`src/rtl/demux14_stream.sv`:
```
// Registered 1:4 stream demultiplexer: one input handshake steered into four
// single-entry lane buffers, by explicit select or by a round-robin pointer.
module demux14_stream #(
   parameter int WIDTH = 8
) (
   input  logic               clk,
   input  logic               reset,
   input  logic               in_valid,
   input  logic [WIDTH-1:0]   in_data,
   input  logic [1:0]         sel,
   input  logic               auto,
   output logic               in_ready,
   output logic [3:0]         out_valid,
   output logic [4*WIDTH-1:0] out_data,
   input  logic [3:0]         out_ready,
   output logic [1:0]         ptr
);

   logic [3:0]       vld_p1;
   logic [WIDTH-1:0] data_p1 [4];
   logic [1:0]       ptr_p1;

   logic [1:0] tgt;
   logic       accept;
   logic [3:0] drain;

   // A full target lane still accepts when its consumer drains it this cycle.
   assign tgt      = auto ? ptr_p1 : sel;
   assign in_ready = ~vld_p1[tgt] | out_ready[tgt];
   assign accept   = in_valid & in_ready;
   assign drain    = vld_p1 & out_ready;

   // ---- lane buffer stage ----
   always_ff @(posedge clk) begin
      if (reset) begin
         vld_p1 <= 4'b0000;
         ptr_p1 <= 2'd0;
         for (int i = 0; i < 4; i++) begin
            data_p1[i] <= '0;
         end
      end else begin
         for (int i = 0; i < 4; i++) begin
            if (accept && (tgt == 2'(i))) begin
               vld_p1[i]  <= 1'b1;
               data_p1[i] <= in_data;
            end else if (drain[i]) begin
               vld_p1[i]  <= 1'b0;
            end
         end
         if (accept && auto) begin
            ptr_p1 <= ptr_p1 + 2'd1;
         end
      end
   end

   // Data registers are kept after a drain, so out_data holds the last item.
   always_comb begin
      out_data = '0;
      for (int i = 0; i < 4; i++) begin
         out_data[i*WIDTH +: WIDTH] = data_p1[i];
      end
   end

   assign out_valid = vld_p1;
   assign ptr       = ptr_p1;

endmodule
```
`config.mk`:
```
export PLATFORM = sky130hd
export DESIGN_NAME = demux14_stream
export DESIGN_NICKNAME = d
export VERILOG_FILES = /design/src/rtl/demux14_stream.sv
export SDC_FILE = /design/constraint.sdc
export NUM_CORES = 1
export LEC_CHECK = 0
export BUFFER_PORTS_ARGS = -buffer_cell sky130_fd_sc_hd__buf_4
export CAP_MARGIN = 25
export CORE_MARGIN = 4
export CORE_UTILIZATION = 25
export CTS_BUF_LIST = sky130_fd_sc_hd__clkbuf_4 sky130_fd_sc_hd__clkbuf_8
export CTS_CLUSTER_DIAMETER = 40
export DETAILED_ROUTE_END_ITERATION = 8
export MAX_ROUTING_LAYER = met4
export SLEW_MARGIN = 20
export SYNTH_ARGS = -nofsm -noshare
export SYNTH_HDL_FRONTEND = slang
export SYNTH_SLANG_ARGS = --single-unit
```
`constraint.sdc`:
```
create_clock -name clk -period 2.7 [get_ports clk]
set_clock_uncertainty 0.1 [all_clocks]
set_input_delay 0.54 -clock clk [delete_from_list [all_inputs] [get_ports clk]]
set_output_delay 0.54 -clock clk [all_outputs]
set_load 0.03 [all_outputs]
```
Yosys cells after proc, flatten, opt, wreduce, memory -nomap -nowiden

Memories as Yosys holds them, arrays and structs flattened.
Index checks and enable logic that the tools add are counted.

Output and inout port bits: 39
Logic and storage cells: 60
Input bits: 18
Bits in writable memories: 32
Flip-flop bits (word level): 6
Memories: 1

Memories:

| memory  | words | width | rd ports | clocked after Yosys merged registers in | write ports | line | RTL |
|---|---|---|---|---|---|---|---|
| data_p1 | 4     | 8     | 4        | 0                                       | 4           | 20   | `logic [WIDTH-1:0] data_p1 [4];` |

Muxes and demuxes: 31
Equal/unequal tests: 3
Magnitude comparators: 1
Bitwise gates (word level): 8
Add/sub/neg operators: 1
Reductions and logical operators: 10

Operators with widths:

| operator                                                                      | number |
|---|---|
| 8-bit 2-to-1 mux                                                              | 4 |
| 1-bit 2-to-1 mux                                                              | 24 |
| 2-bit nonzero test                                                            | 4 |
| 1-bit logical AND                                                             | 5 |
| 1-bit OR                                                                      | 5 |
| 4-bit bitwise AND                                                             | 1 |
| 1-bit binary-select mux with 2-bit select                                     | 2 |
| 2-bit equality test (second input constant)                                   | 2 |
| 2-bit by 3-bit less-than comparator with 1-bit output (second input constant) | 1 |
| 2-bit by 1-bit adder with 2-bit output (second input constant)                | 1 |
| 2-bit by 1-bit equality test with 1-bit output (second input constant)        | 1 |
| 2-bit zero test                                                               | 1 |
| 2-bit 2-to-1 mux                                                              | 1 |
| 1-bit bitwise AND                                                             | 1 |
| 1-bit inverter                                                                | 1 |

Depth between registers and ports, before layout

Word-level depth: 11
Mapped depth: 4

Worst setup path after synthesis

OpenSTA, ideal clock, no wires.

Path type: input -> output
From: in auto
To: out in_ready
Stages: 2
Arrival time: 1.530 ns
Slack: 0.530 ns
Path through: mux2i_1 > mux2i_1

Cells in the longest elaborated chain, start to end: 5
Elaborated cells between the ends (all ways): 7

RTL lines:

| element                                   | line | RTL |
|---|---|---|
| from (decl)                               | 11   | `input logic auto,` |
| 2-bit 2-to-1 mux *                        | 28   | `assign tgt = auto ? ptr_p1 : sel;` |
| 1-bit binary-select mux with 2-bit select | 29   | `assign in_ready = ~vld_p1[tgt] \| out_ready[tgt];` |
| 1-bit 2-to-1 mux (not written as such)    | 29   |  |
| 1-bit inverter                            | 29   |  |
| 1-bit OR *                                | 29   |  |
| to (decl)                                 | 12   | `output logic in_ready,` |

Every way passes the cells marked *; elsewhere a longest branch is shown, timed or not. The select of a mux whose other input is x is not followed.

Worst setup path after layout

Ends and elaborated chain as after synthesis.

==> flow_metrics.py <==
metrics = {
    "outcome": {
        "status": "completed",
    },
    "synthesis": {
        "ys.warnings.count": 0,
        "synth_edf_count": 32,
        "avgSynthCellArea_um2": 13.5,
        "synthTopCellsByArea": "edfxtp_1, dfxtp_1, nor2_1",
        "ys.flop_type": "edfxtp_1",
        "synth_top_area_cell": "edfxtp_1",
        "synthArstFlopShare_pct": 0,
        "synth_common_cells": "edfxtp_1, nor2_1, nand2b_1, a21oi_1, dfxtp_1",
        "synth_nets": 127,
        "synth_seq_cells": 38,
        "syn-cell-area_mm2": 0.00147,
        "seq_area_frac_synth_pct": 73.5,
        "synth_cell_types": 17,
        "synth_top_area_share_pct": 65.4,
        "synthCells": 109,
    },
    "global_route": {
        "gr-total-overflow": 0,
        "grt_pass1_vias": 1072,
        "grt_pass1_wl_mm": 5.64,
        "antenna_found_initial": 0,
        "grt_max_degree": 19,
        "grtUsageTotal_pct": 10.6,
    },
    "detailed_routing": {
        "wl_per_cell_um": 14.8,
        "wl_met1_mm": 1.71,
        "vias": 1050,
        "met2_length_mm": 1.55,
        "route.met3.wl_um": 358,
        "route.top_layer_used": "met4",
        "drt_iter0_drc": 60,
        "drc": 0,
        "wirelength_mm": 3.64,
        "avgViaCountPerCell": 4.27,
        "dr.pass1.iters": 4,
        "detail-route-antenna-nets": 0,
    },
    "floorplanning": {
        "start_util_pct": 26.2,
        "die_x_um": 84.7,
        "rows": 27,
        "core_area_mm2": 0.00561,
        "die_area_mm2": 0.00717,
        "io_pins": 57,
        "die_h_um": 84.7,
    },
    "clock_tree": {
        "max-clock-path-buffers": 2,
        "h-tree-depth": 2,
        "insertion_delay_ns": 0.29,
        "clock-sinks": 38,
        "hold_buffers": 0,
        "cts_buffers": 5,
        "cts_resized": 0,
        "cts_setup_buffers": 0,
        "clkTransAtPathRegs_ns": 0.08,
        "cts_tree": "yes",
        "root_buffer": "clkbuf_8",
    },
    "final_layout": {
        "fillers": 555,
        "antenna-diode-count": 0,
        "layout.nets": 191,
        "area_growth_syn_to_layout_pct": 41.8,
        "regArea_mm2": 0.00108,
        "multi_input_area_um2": 378,
        "post_route_cells_drive_above_1_share_pct": 39.1,
    },
    "timing": {
        "setup_viol": 0,
        "final-hold-violation-count": 0,
        "finalSetupTns_ns": 0,
        "relSlewSlack_pct": 63.1,
        "slew_viol_final": 0,
        "fin_ws_ns": 0.449,
        "worstMarginPinSlew_ns": 0.537,
        "post-route-period-util_pct": 83.4,
        "rsz0062_at_grt": "false",
        "fin_crit_ns": 2.25,
        "max_freq_mhz": 444,
    },
    "setup_path": {
        "critPathKind": "primary input to output port",
        "endpoint_kind": "output port",
        "start_kind": "primary input",
        "reg2regPathDepth": 3,
        "critPathArrivalTime_ns": 1.61,
        "required_ns": 2.06,
        "critPathMaxFanout": 6,
    },
    "place": {
        "place_congestion": 0.723,
        "dpl.hpwl_mm": 2.75,
        "post-place-ws_ns": 0.451,
        "portBuffers": 56,
    },
    "job": {
        "drv_cap": 0,
    },
    "min_path": {
        "hold_class": "register to register",
        "holdPathStages": 2,
    },
    "pwr": {
        "pwr-share-comb_pct": 17.0,
        "powerDensity_mw_per_mm2": 615,
        "vdd_drop_max_v": 0.000194,
        "p_sw_mw": 0.342,
        "pwr-share-clk_pct": 29.5,
        "power_frac_seq_pct": 53.5,
        "p_leak_nw": 0.856,
        "p_int_mw": 0.940,
        "p_sw_share_pct": 26.6,
    },
}
==> power by group through the flow <==
stage               registers [mW]  clock network (mW)  logic, mW
global route                 0.689               0.421      0.230
detailed placement           0.699                   0      0.219
finish                       0.686               0.378      0.217
floorplan                    0.769                   0     0.0507
global placement             0.700                   0      0.216
CTS                          0.687               0.387      0.220
==> stage by stage <==
step / hold slack [ns] / power [mW] / instances / cell area (um^2) / utilization, %
2_1_floorplan: 0.521 / 0.819 / 109 / 1470 / -
4_1_cts: 0.419 / 1.29 / 246 / 2080 / 37.2
5_1_grt: 0.444 / 1.34 / 246 / 2080 / 37.2
3_3_place_gp: 0.421 / 0.917 / 238 / 2000 / 35.7
3_5_place_dp: 0.394 / 0.919 / 238 / 2000 / 35.7
6_report: 0.421 / 1.28 / 246 / 2080 / 37.2
==> layout by cell type, fill, tap and decap left out, drive strengths merged <==
master	instances
mux2i	5
o21ai	1
nand2b	16
nor2	32
clkinv	2
edfxtp	32
dfxtp	6
a21oi	6
nand2	1
nand4	1
buf	60
clkbuf	6
or4	1
nand4b	2
o31ai	1
nand4bb	1
or3	1
==> worst max-delay path: stages <==
cell and delay, ns:
buf_4 0.11, mux2i_4 0.30, mux2i_1 0.34, mux2i_1 0.12, buf_4 0.19
==> area by class of cell <==
cell class / count / area share [%]
well taps: 72 / 4.32
multi-input cells: 68 / 18.1
repair buffers: 60 / 21.6
clock buffers: 6 / 3.66
clock inverters: 2 / 0.420
flip-flops and latches: 38 / 51.9
==> metal layers <==
layer | GRT usage (%) | vias to the layer above
li1 | - | 508
met4 | 2.16 | 0
met2 | 15.4 | 56
met3 | 4.42 | 2
met1 | 14.0 | 484
met5 | - | -
==> flip-flops by register name, summed over array words and instances (netlist names) <==
register,count
data_p1,32
out_valid,4
ptr,2
==> cells by family (layout without fill, tap and decap cells) <==
| family | count (synthesis) | count (layout) | synth area share (%) |
|---|---|---|---|
| muxes | 5 | 5 | 4.26 |
| buffers and inverters | 3 | 68 | 0.766 |
| and+or+nand+nor | 55 | 55 | 18.6 |
| DFF | 38 | 38 | 73.5 |
| AOI/OAI and AO/OA | 8 | 8 | 2.89 |
==> path summary, 6_finish.rpt <==
| check | endpoint | start | slack, ns |
|---|---|---|---|
| worst max-delay path | in_ready | auto | 0.45 |
| worst min register to register | ptr[0]$_SDFFE_PP0P_ | ptr[0]$_SDFFE_PP0P_ | 0.42 |
| worst max register to register | data_p1[0][4]$_SDFFCE_PN0P_ | ptr[0]$_SDFFE_PP0P_ | 0.94 |
| worst min-delay path | ptr[0]$_SDFFE_PP0P_ | ptr[0]$_SDFFE_PP0P_ | 0.42 |
Power figures use the tool's default switching activity.
